File: src/rtl/i2c_pointer_responder.sv
// i2c_pointer_responder: oversampled I2C target that latches a pointer byte on writes
// and streams RD_DATA bytes on reads, with BUSY_IN forcing address NACKs.
module i2c_pointer_responder #(
  parameter logic [6:0] DEV_ADDR = 7'h0C,
  parameter logic [7:0] PTR_RESET = 8'h00
) (
  input  logic       CLK,
  input  logic       RESET_N,
  input  logic       SCL_IN,
  input  logic       SDA_IN,
  output logic       SDA_OE,
  input  logic       BUSY_IN,
  input  logic [7:0] RD_DATA,
  output logic [7:0] POINTER,
  output logic       PTR_VALID,
  output logic       RD_REQ,
  output logic       ADDR_HIT,
  output logic [3:0] ST
);
  typedef enum logic [3:0] {
    IDLE, ADDR, ADDR_ACK, PTR, PTR_ACK, TX, TX_MACK, WAIT_STOP
  } state_t;
  state_t state, state_n;
  logic [1:0] scl_s, sda_s;
  logic scl_q, sda_q;
  logic [3:0] cnt, cnt_n;
  logic [7:0] sh, sh_n, ptr_n;
  logic oe_n, hit_n, pv_n, rr_n, rw, rw_n, mack, mack_n;
  logic scl, sda, scl_rise, scl_fall, start, stop;
  assign scl = scl_s[1];
  assign sda = sda_s[1];
  assign scl_rise = scl & ~scl_q;
  assign scl_fall = ~scl & scl_q;
  assign start = scl & scl_q & sda_q & ~sda;
  assign stop = scl & scl_q & ~sda_q & sda;
  assign ST = state;
  always_ff @(posedge CLK or negedge RESET_N) begin
    if (!RESET_N) begin
      scl_s <= 2'b11;
      sda_s <= 2'b11;
      scl_q <= 1'b1;
      sda_q <= 1'b1;
      state <= IDLE;
      cnt <= '0;
      sh <= '0;
      SDA_OE <= 1'b0;
      ADDR_HIT <= 1'b0;
      POINTER <= PTR_RESET;
      PTR_VALID <= 1'b0;
      RD_REQ <= 1'b0;
      rw <= 1'b0;
      mack <= 1'b0;
    end else begin
      scl_s <= {scl_s[0], SCL_IN};
      sda_s <= {sda_s[0], SDA_IN};
      scl_q <= scl;
      sda_q <= sda;
      state <= state_n;
      cnt <= cnt_n;
      sh <= sh_n;
      SDA_OE <= oe_n;
      ADDR_HIT <= hit_n;
      POINTER <= ptr_n;
      PTR_VALID <= pv_n;
      RD_REQ <= rr_n;
      rw <= rw_n;
      mack <= mack_n;
    end
  end
  always_comb begin
    state_n = state;
    cnt_n = cnt;
    sh_n = sh;
    oe_n = SDA_OE;
    hit_n = ADDR_HIT;
    ptr_n = POINTER;
    pv_n = 1'b0;
    rr_n = 1'b0;
    rw_n = rw;
    mack_n = mack;
    if (start) begin
      state_n = ADDR;
      cnt_n = '0;
      oe_n = 1'b0;
      hit_n = 1'b0;
    end else if (stop) begin
      state_n = IDLE;
      oe_n = 1'b0;
      hit_n = 1'b0;
    end else begin
      case (state)
        ADDR: begin
          if (scl_rise && cnt != 4'd8) begin
            sh_n = {sh[6:0], sda};
            cnt_n = cnt + 4'd1;
          end else if (scl_fall && cnt == 4'd8) begin
            rw_n = sh[0];
            if (sh[7:1] == DEV_ADDR && !BUSY_IN) begin
              oe_n = 1'b1;
              hit_n = 1'b1;
              rr_n = sh[0];
              state_n = ADDR_ACK;
            end else state_n = WAIT_STOP;
          end
        end
        ADDR_ACK: if (scl_fall) begin
          cnt_n = rw ? 4'd1 : 4'd0;
          sh_n = rw ? RD_DATA : sh;
          oe_n = rw & ~RD_DATA[7];
          state_n = rw ? TX : PTR;
        end
        PTR: begin
          if (scl_rise && cnt != 4'd8) begin
            sh_n = {sh[6:0], sda};
            cnt_n = cnt + 4'd1;
          end else if (scl_fall && cnt == 4'd8) begin
            oe_n = 1'b1;
            ptr_n = sh;
            pv_n = 1'b1;
            state_n = PTR_ACK;
          end
        end
        PTR_ACK: if (scl_fall) begin
          oe_n = 1'b0;
          state_n = WAIT_STOP;
        end
        // cnt holds the number of bits already placed on the bus
        TX: if (scl_fall) begin
          if (cnt == 4'd8) begin
            oe_n = 1'b0;
            mack_n = 1'b0;
            state_n = TX_MACK;
          end else begin
            oe_n = ~sh[6];
            sh_n = {sh[6:0], 1'b0};
            cnt_n = cnt + 4'd1;
          end
        end
        TX_MACK: begin
          if (scl_rise) begin
            rr_n = ~sda;
            mack_n = ~sda;
            state_n = sda ? WAIT_STOP : TX_MACK;
          end else if (scl_fall && mack) begin
            sh_n = RD_DATA;
            oe_n = ~RD_DATA[7];
            cnt_n = 4'd1;
            state_n = TX;
          end
        end
        WAIT_STOP: oe_n = 1'b0;
        default: ;
      endcase
    end
  end
endmodule

File: config.mk
export PLATFORM = sky130hd
export DESIGN_NAME = i2c_pointer_responder
export DESIGN_NICKNAME = d
export VERILOG_FILES = /design/src/rtl/i2c_pointer_responder.sv
export SDC_FILE = /design/constraint.sdc
export NUM_CORES = 1
export LEC_CHECK = 0
export ABC_AREA = 1
export CORE_ASPECT_RATIO = 2
export CORE_UTILIZATION = 23
export DETAILED_ROUTE_END_ITERATION = 12
export PLACE_DENSITY = 0.52
export SYNTH_ARGS = -nofsm -noshare
export SYNTH_HDL_FRONTEND = slang
export SYNTH_SLANG_ARGS = --single-unit
File: constraint.sdc
create_clock -name CLK -period 1.6 [get_ports CLK]
set_clock_uncertainty 0.05 [all_clocks]
set_input_delay 0.24 -clock CLK [delete_from_list [all_inputs] [get_ports CLK]]
set_output_delay 0.24 -clock CLK [all_outputs]
set_load 0.02 [all_outputs]
==> results.tsv, run 1 <==
metric	value	unit
outcome	complete, but fails checks	
violations	setup timing	
cts_buffers	5	
n_fill_cell	844	
fin_cells	440	
clock_latency	280	ps
start_util	0.237	
crit_path_cell_trace	nand3_2, nand2_2, o21ai_2, buf_4, nor2_4, nand2_8, nor2_2, a21oi_2	
maxSlewHeadroom	0.647	
synth.distinct_cells	31	
rr_startpoint	scl_q$_DFF_PN1_	
num_io_pins	29	
place_hpwl	4.87	mm
seq_power_share	0.216	
gr-total-overflow	0	
clkTransAtPathRegs	50	ps
syn_inst	257	
setup_slack	-80.8	ps
maxSlewViolCount	0	
setup_viol	9	
syn_nets	272	
critPathLaunchType	flop	
ctsRootBufferMaster	clkbuf_16	
crit_fanout	8	
grt_pass1_wl	10.5	mm
finalHoldViolations	0	
intPower	3.24	mW
final_core_util	0.375	
cap_violations	0	
drc	0	
nNetsFinal	356	
dpl_cell_area	2660	µm²
worstSetupEndpointType	flop	
final_common_cell	nand2_1	
slowest_stage	dfstp_2	
synthMuxAreaShare	0	
cpLargestDelayFamily	simple AND/OR/NAND/NOR gates	
synth_top_family_by_area	simple AND/OR/NAND/NOR gates	
row_count	47	
grt_setup_unrepaired	yes	
port_buffers	27	
avgRoutedWirePerCell	14.4	µm
r2r-end	sh[4]$_DFFE_PN0P_	
synth_compound_area_frac	0.109	
synth_area	1970	µm²
r2r_cells	8	
power_leakage	1.47	nW
fmax	0.595	GHz
slowest_delay	590	ps
power.total	5.95	mW
ys_seq_area_frac	0.449	
rrSetupSlack	-80	ps
fin_crit	1680	ps
clock_power_share	0.164	
syn_avg_cell_area	7.65	µm²
vdd_ir_drop_max	0.860	mV
syn_to_final_growth	58.1	%
synthAdderAreaFrac	0.0127	
drtIter0Drc	31	
cp.arrival	1790	ps
yosys.area_share.simple	0.342	
yosysWarnings	0	
critPathLaunch	scl_q$_DFF_PN1_	
hold_ws	303	ps
diodes	0	
ant_nets	0	
crit_buf_inv	1	
ys_ff_latch	35	
vias	2021	
gp_congestion	0.932	
hold_path.class	reg2reg	
dp_cells	420	
dr.pass1.iters	4	
drt-total-wl	6.33	mm
synth_xor_area_frac	0.00891	
p_sw	2.70	mW
min_period_over_period	1.05	
grt_max_degree	36	
clock_sinks	35	
grt_antenna_before_repair	0	
grt_pass1_vias	2220	
dieArea	8950	µm²
layout_common_cells	nand2_1 (56), buf_4 (49), dfrtp_1 (26)	
fin_area	3110	µm²
cts.htree.levels	2	
required	1710	ps
die_x	67.4	µm
viasPerCell	4.59	
core_area	8290	µm²
max_slew.worst_pin.slew	524	ps
power_frac_comb	0.620	
critPathKind	reg2reg	
clock_path_buffers	2	
power.density	1910	nW/µm²
cp.depth	8	
grt_usage	0.161	
die_h	133	µm
switching_share	0.455	
cp-endpoint	sh[4]$_DFFE_PN0P_	
cts_tree	built	
drive_above_1_share	0.398	
what timing repair did:
| item | in CTS | in global routing |
|---|---|---|
| resized for setup | 47 | 11 |
| endpoints found under the setup margin | 29 | 26 |
| gates cloned | 1 | 0 |
| hold endpoints to repair | 29 | 0 |
| hold buffers | 1 | 0 |
| buffers inserted | 8 | 2 |
| pin swaps | 14 | 5 |
cell families after synthesis:
family | Yosys count
other | 1
flip-flops | 35
AO/OA/AOI/OAI | 34
buffers and inverters | 36
AND/OR/NAND/NOR | 147
adder cells (fa/ha/maj) | 2
XOR/XNOR | 2
per-layer routing:
metal | up-vias | part of all wire | GRT usage
li1 | 997 | - | -
met1 | 947 | 0.32 | 0.143
met2 | 50 | 0.59 | 0.306
met3 | 27 | 0.022 | 0.0147
met4 | 0 | 0.070 | 0.124
met5 | - | 0 | 0
sequential cells by signal, summed over array words and instances (netlist names):
name and cells:
ST 3, ADDR_HIT 1, mack 1, scl_s 2
RD_REQ 1, rw 1, PTR_VALID 1, sda_q 1
SDA_OE 1, sh 8, POINTER 8, scl_q 1
sda_s 2, cnt 4
cells in the mapped netlist:
library cell / instances / share of area
conb_1: 1 / 0.0019
dfrtp_1: 29 / 0.37
o21ai_1: 9 / 0.023
inv_1: 25 / 0.048
nand3_1: 26 / 0.066
and2_4: 1 / 0.0045
nor2_1: 27 / 0.052
a21oi_1: 1 / 0.0025
and3_1: 1 / 0.0032
a21oi_2: 8 / 0.036
nor2_4: 1 / 0.0057
nand2_4: 1 / 0.0057
o21ai_2: 1 / 0.0045
nor3_1: 5 / 0.013
dfstp_2: 6 / 0.080
nand4_1: 5 / 0.016
a31oi_1: 1 / 0.0032
inv_2: 6 / 0.011
buf_2: 3 / 0.0076
nor2_2: 9 / 0.029
o211ai_1: 3 / 0.011
nor3_2: 1 / 0.0051
ha_1: 2 / 0.013
a21boi_0: 1 / 0.0038
o21ai_0: 10 / 0.025
buf_6: 1 / 0.0057
xor2_1: 1 / 0.0045
buf_4: 1 / 0.0038
xnor2_1: 1 / 0.0045
nand2_1: 63 / 0.12
nand2_2: 7 / 0.022
metrics by stage:
step	setup TNS (ps)	setup slack, ps
floorplan	0	6.84
global placement	-1530	-161
detailed placement	-1640	-176
CTS	-731	-118
global route	-2460	-152
finish	-500	-80.8
power groups by stage:
stage               clock [mW]  sequential [mW]  combinational [mW]
global placement             0             1.29                2.97
global route              1.03             1.31                4.03
detailed placement           0             1.30                2.99
CTS                      0.998             1.28                3.58
finish                   0.975             1.29                3.69
floorplan                    0             1.32                1.85
worst register-to-register path: cells and delay by family, from the launching register on:
family	cells	cell delay, ps
AOI/OAI and AO/OA	2	100
buffers and inverters	1	140
DFF	1	590
and+or+nand+nor	5	670
cell type report:
type	count	area [µm²]	area share
Sequential cell	35	887	0.285
Clock buffer	7	143	0.0459
Multi-Input combinational cell	187	1140	0.365
Tap cell	98	123	0.0394
Timing Repair Buffer	81	693	0.223
Clock inverter	1	5.00	0.00161
Inverter	31	124	0.0398
worst min path at each step:
stage / startpoint / end / slack, ps / depth (start not counted)
finish: sda_s[0]$_DFF_PN1_ / sda_s[1]$_DFF_PN1_ / 300 / 0
CTS: sda_s[0]$_DFF_PN1_ / sda_s[1]$_DFF_PN1_ / 300 / 0
global route: scl_s[0]$_DFF_PN1_ / scl_s[1]$_DFF_PN1_ / 320 / 0
detailed placement: RESET_N / mack$_DFFE_PN0P_ / 170 / 2
global placement: RESET_N / mack$_DFFE_PN0P_ / 180 / 2
floorplan: RESET_N / ADDR_HIT$_DFFE_PN0P_ / -110 / 0
(Power assumes the default switching activity.)
==> run 2: changes to the inputs <==
CORE_MARGIN = 2   (was unset)
SLEW_MARGIN = 0   (was unset)
==> run 2 against run 1 <==
  * The run still ends with setup timing left
  * Hold slack improved by 1.3 ps
  * Worst setup slack gained 23 ps
  * Critical path depth did not move
  * Combinational power rose by 5%
  * Non-clock buffer count down 5
  * Die area rose by 4.5%
==> results.tsv, run 2 (synthesis results as in run 1) <==
metric	value	unit	change
outcome	complete, but fails checks		
violations	setup timing		
power.density	1970	nW/µm²	+2.9%
dieArea	9350	µm²	+4.5%
hold_path.class	reg2reg		
syn_to_final_growth	62.5	%	
rr_startpoint	scl_s[1]$_DFF_PN1_		
maxSlewViolCount	0		unchanged
power_leakage	1.50	nW	+1.9%
clock_latency	280	ps	about the same
dpl_cell_area	2640	µm²	-1.0%
start_util	0.237		unchanged
finalHoldViolations	0		unchanged
power.total	6.28	mW	+5.7%
gp_congestion	0.907		-2.8%
whs_endpoint	sda_s[1]$_DFF_PN1_		
num_io_pins	29		unchanged
drt-total-wl	6.60	mm	+4.3%
drive_above_1_share	0.453		+0.0550
fin_cells	436		-0.91%
nNetsFinal	352		-1.1%
r2r-end	sh[2]$_DFFE_PN0P_		
fin_area	3200	µm²	+2.7%
cts_tree	built		
dp_cells	418		-0.48%
maxSlewHeadroom	0.661		+0.0136
min_period_over_period	1.04		-0.0141
max_slew.worst_pin.slew	503	ps	-20.2 ps
row_count	47		unchanged
grt_usage	0.148		-0.0132
rrSetupSlack	-60	ps	+20 ps
core_area	8290	µm²	unchanged
grt_max_degree	36		unchanged
grt_pass1_wl	10.6	mm	+0.73%
fin_crit	1660	ps	-22.5 ps
layout_common_cells	nand2_1 (46), buf_4 (46), dfrtp_1 (26)		
critPathKind	reg2reg		
cp.arrival	1780	ps	about the same
gr-total-overflow	0		unchanged
ctsRootBufferMaster	clkbuf_16		
grt_setup_unrepaired	yes		
cts.htree.levels	2		unchanged
grt_pass1_vias	2063		-7.1%
crit_fanout	8		unchanged
place_hpwl	5.01	mm	+2.8%
clock_path_buffers	2		unchanged
tns	-428	ps	+72.7 ps
r2r_cells	8		unchanged
diodes	0		unchanged
dr.pass1.iters	4		unchanged
drc	0		unchanged
die_x	69.4	µm	+3.0%
critPathLaunchType	flop		
viasPerCell	4.58		-0.23%
setup_slack	-58.3	ps	+22.5 ps
port_buffers	27		unchanged
die_h	135	µm	+1.5%
hold_path_depth	0		unchanged
cts_buffers	5		unchanged
setup_viol	13		+4
ant_nets	0		unchanged
cap_violations	0		unchanged
fmax	0.603	GHz	+1.4%
vdd_ir_drop_max	0.983	mV	+14%
avgRoutedWirePerCell	15.1	µm	+5.3%
drtIter0Drc	49		+58%
required	1720	ps	about the same
clkTransAtPathRegs	60	ps	about the same
vias	1998		-1.1%
worstSetupEndpointType	flop		
hold_start	sda_s[0]$_DFF_PN1_		
clock_sinks	35		unchanged
top_regs	POINTER x8, sh x8, cnt x4		
grt_antenna_before_repair	0		unchanged
-- run 2: changes by cell type in the layout (fill, tap and decap cells not counted), sizes merged --
cell and change:
buf -4, clkinv +2, clkdlybuf4s50 -1, bufinv +1, dlygate4sd2 -1, dlymetal6s2s +1, clkbuf -2
-- run 2: worst max-delay path, stage by stage (launching register included) --
cell     delay, ps
dfstp_2        550
inv_4           50
nor2_4         100
nand3_2         90
and2_4         170
nor2_4         210
nand2_8        150
nor2_4         130
a21oi_2         30
-- run 2: metal layers --
metal | track usage | routed length [µm] | share of wire
met2 | 0.296 | 3850 | 0.58
met3 | 0.0209 | 177 | 0.027
met1 | 0.134 | 2150 | 0.33
met4 | 0.0915 | 421 | 0.064
met5 | 0 | 0 | 0
-- run 2: repair_timing --
item                                   CTS  global route
setup buffers                            2             5
hold buffers                             1             0
setup endpoints to repair               26            25
cloned                                   1             1
gates resized for setup                 36            58
pin swaps                                4            13
endpoints found under the hold margin   29             0
-- run 2: worst max-delay path by stage --
stage / start / end / cells after the start
after floorplan: ST[1]$_DFFE_PN0P_ / sh[5]$_DFFE_PN0P_ / 10
after global placement: scl_q$_DFF_PN1_ / sh[4]$_DFFE_PN0P_ / 7
after detailed placement: scl_q$_DFF_PN1_ / sh[4]$_DFFE_PN0P_ / 7
after CTS: scl_q$_DFF_PN1_ / sh[4]$_DFFE_PN0P_ / 8
after global routing: ST[0]$_DFFE_PN0P_ / sh[6]$_DFFE_PN0P_ / 8
final: scl_s[1]$_DFF_PN1_ / sh[2]$_DFFE_PN0P_ / 8
-- run 2: where the power goes --
| group | switching [mW] | internal (mW) | leakage (nW) |
|---|---|---|---|
| clock | 0.389 | 0.734 | 0.0838 |
| combinational | 2.31 | 1.56 | 0.985 |
| sequential | 0.177 | 1.11 | 0.432 |
-- run 2: metrics by stage --
step | utilization | worst slack, ps | hold WS [ps]
after floorplan | - | 6.84 | -106
after global placement | 0.318 | -209 | 267
after detailed placement | 0.318 | -209 | 267
after CTS | 0.356 | -71.6 | 305
after global routing | 0.385 | -145 | 313
final | 0.385 | -58.3 | 305
-- run 2: layout make-up --
type                       instances  area [µm²]
clock inverter                     3        43.8
fill                             825        5100
timing repair inverter             1        6.26
clock buffer                       5         125
multi-input combinational        187        1240
inverter                          31         129
sequential                        35         887
timing repair buffer              76         644
tap                               98         123
==> run 3: changes to the inputs <==
CELL_PAD_IN_SITES_DETAIL_PLACEMENT = 1   (was unset)
CELL_PAD_IN_SITES_GLOBAL_PLACEMENT = 1   (was unset)
PLACE_DENSITY = 0.61   (was 0.52)
clock period = 2.05 ns   (was 1.6 ns; I/O delays follow)
==> run 3 against run 2 <==
  * The flow now finishes without violations
  * Register-to-register slack gained 220 ps
  * Worst setup slack better by 220 ps
  * Hold slack better by 6.7 ps
  * Die area stayed put
  * Core utilization is 7.4 points lower
  * Combinational power decreased by 48%
  * Non-clock buffer count fell by 40
  * Sequential share of layout area rose by 6.5 points
==> results.tsv, run 3 (synthesis results as in run 1) <==
metric	value	unit	change
holdBufCountCts	0		-1
setup_slack	166	ps	+225 ps
cts_buffers	5		unchanged
fmax	0.531	GHz	-12%
critPathKind	reg2reg		
fin_crit	1880	ps	+225 ps
grt_setup_unrepaired	no		
finalHoldViolations	0		unchanged
die_h	135	µm	unchanged
drtIter0Drc	41		-16%
power.density	1530	nW/µm²	-22%
min_period_over_period	0.919		-0.118
grt_max_degree	36		unchanged
routed.top_layer	met4		
clock_sinks	35		unchanged
avgRoutedWirePerCell	16.2	µm	+7.1%
crit_fanout	16		+8
power.total	3.94	mW	-37%
clkTransAtPathRegs	60	ps	about the same
grt_usage	0.147		-0.000845
r2r-end	sh[3]$_DFFE_PN0P_		
dpl_cell_area	2390	µm²	-9.2%
grt_pass1_vias	1988		-3.6%
cap_violations	0		unchanged
rr_startpoint	scl_s[1]$_DFF_PN1_		
cp.arrival	2000	ps	+220 ps
hold_path.class	reg2reg		
layout_common_cells	nand2_1 (63), dfrtp_1 (28), nor2_1 (27), clkdlybuf4s50_1 (27)		
wl_met1	2.11	mm	-2.0%
syn_to_final_growth	31.3	%	
wl_met3	134	µm	-24%
rrSetupSlack	170	ps	+220 ps
die_x	69.4	µm	unchanged
clock_path_buffers	2		unchanged
hold_path_depth	0		unchanged
core_area	8290	µm²	unchanged
r2r_cells	8		unchanged
grt_pass1_wl	10.3	mm	-2.4%
cts.htree.levels	2		unchanged
viasPerCell	4.68		+2.2%
clock_latency	280	ps	about the same
row_count	47		unchanged
tns	0	ps	+428 ps
met2_length	3.75	mm	-2.6%
start_util	0.237		unchanged
num_io_pins	29		unchanged
gr-total-overflow	0		unchanged
place_ws	72.1	ps	+281 ps
whs_endpoint	scl_s[1]$_DFF_PN1_		
nNetsFinal	310		-12%
cts.repair.resized	0		-100%
dp_cells	386		-7.7%
fin_cells	394		-9.6%
dieArea	9350	µm²	unchanged
outcome	finished clean		
cts_tree	built		
port_buffers	27		unchanged
worstSetupEndpointType	flop		
grt_antenna_before_repair	0		unchanged
top_regs	POINTER x8, sh x8, cnt x4		
vias	1845		-7.7%
drc	0		unchanged
final_common_cell	nand2_1		
power_leakage	1.23	nW	-18%
maxSlewViolCount	0		unchanged
setup_viol	0		-13
post-cts-setup-buffers	0		-2
gp_congestion	0.919		+1.3%
drt-total-wl	6.39	mm	-3.2%
hold_start	scl_s[0]$_DFF_PN1_		
required	2170	ps	+450 ps
dr.pass1.iters	4		unchanged
vdd_ir_drop_max	0.548	mV	-44%
n_fill_cell	994		+20%
diodes	0		unchanged
critPathLaunchType	flop		
place_hpwl	5.23	mm	+4.4%
drive_above_1_share	0.203		-0.250
ant_nets	0		unchanged
fin_area	2580	µm²	-19%
ctsRootBufferMaster	clkbuf_16		
run 3: cell types whose count changed in the layout (fill, tap and decap cells not counted), sizes merged:
cell           before  now
inv                31   32
clkbuf              5    6
buf                50    9
dlymetal6s2s        1    0
nand2              72   71
dlygate4sd3         1    0
clkdlybuf4s50      22   27
dlygate4sd2         2    0
clkinv              3    0
run 3: how the worst max path moves through the flow:
| stage | startpoint | endpoint | slack [ps] | depth (start not counted) |
|---|---|---|---|---|
| detailed placement | cnt[0]$_DFFE_PN0P_ | SDA_OE$_DFFE_PN0P_ | 70 | 9 |
| global route | scl_s[1]$_DFF_PN1_ | sh[3]$_DFFE_PN0P_ | 9 | 8 |
| CTS | cnt[0]$_DFFE_PN0P_ | SDA_OE$_DFFE_PN0P_ | 50 | 9 |
| global placement | cnt[0]$_DFFE_PN0P_ | SDA_OE$_DFFE_PN0P_ | 50 | 9 |
| finish | scl_s[1]$_DFF_PN1_ | sh[3]$_DFFE_PN0P_ | 170 | 8 |
| floorplan | ST[2]$_DFFE_PN0P_ | sh[5]$_DFFE_PN0P_ | 390 | 10 |
run 3: critical path: stages (launching register included):
cell and delay (ps):
dfstp_2 560, inv_1 70, nor2_1 280, nand3_1 150
and2_4 180, nor2_4 90, nand2_4 160, nor2_1 170
a21oi_2 50
run 3: per-stage QoR:
| stage | utilization | hold WS, ps |
|---|---|---|
| 6_report | 0.311 | 311 |
| 5_1_grt | 0.311 | 314 |
| 4_1_cts | 0.310 | 312 |
| 3_5_place_dp | 0.289 | 303 |
| 3_3_place_gp | 0.289 | 298 |
| 2_1_floorplan | - | -38.1 |
run 3: per-layer routing:
metal	vias up	track usage
li1	898	-
met3	23	0.0261
met4	0	0.0991
met5	-	0
met1	880	0.130
met2	44	0.290
run 3: cell type report:
type | instances | area (µm²) | area share
clock inverters | 2 | 38.8 | 0.0150
multi-input cells | 186 | 943 | 0.365
flip-flops and latches | 35 | 885 | 0.343
repair buffers | 36 | 338 | 0.131
well taps | 98 | 123 | 0.0475
inverters | 31 | 116 | 0.0451
clock buffers | 6 | 139 | 0.0538
run 3: where the power goes:
group | internal (mW) | switching, mW | total, mW
sequential | 0.864 | 0.151 | 1.01
clock | 0.611 | 0.303 | 0.914
combinational | 0.665 | 1.35 | 2.01
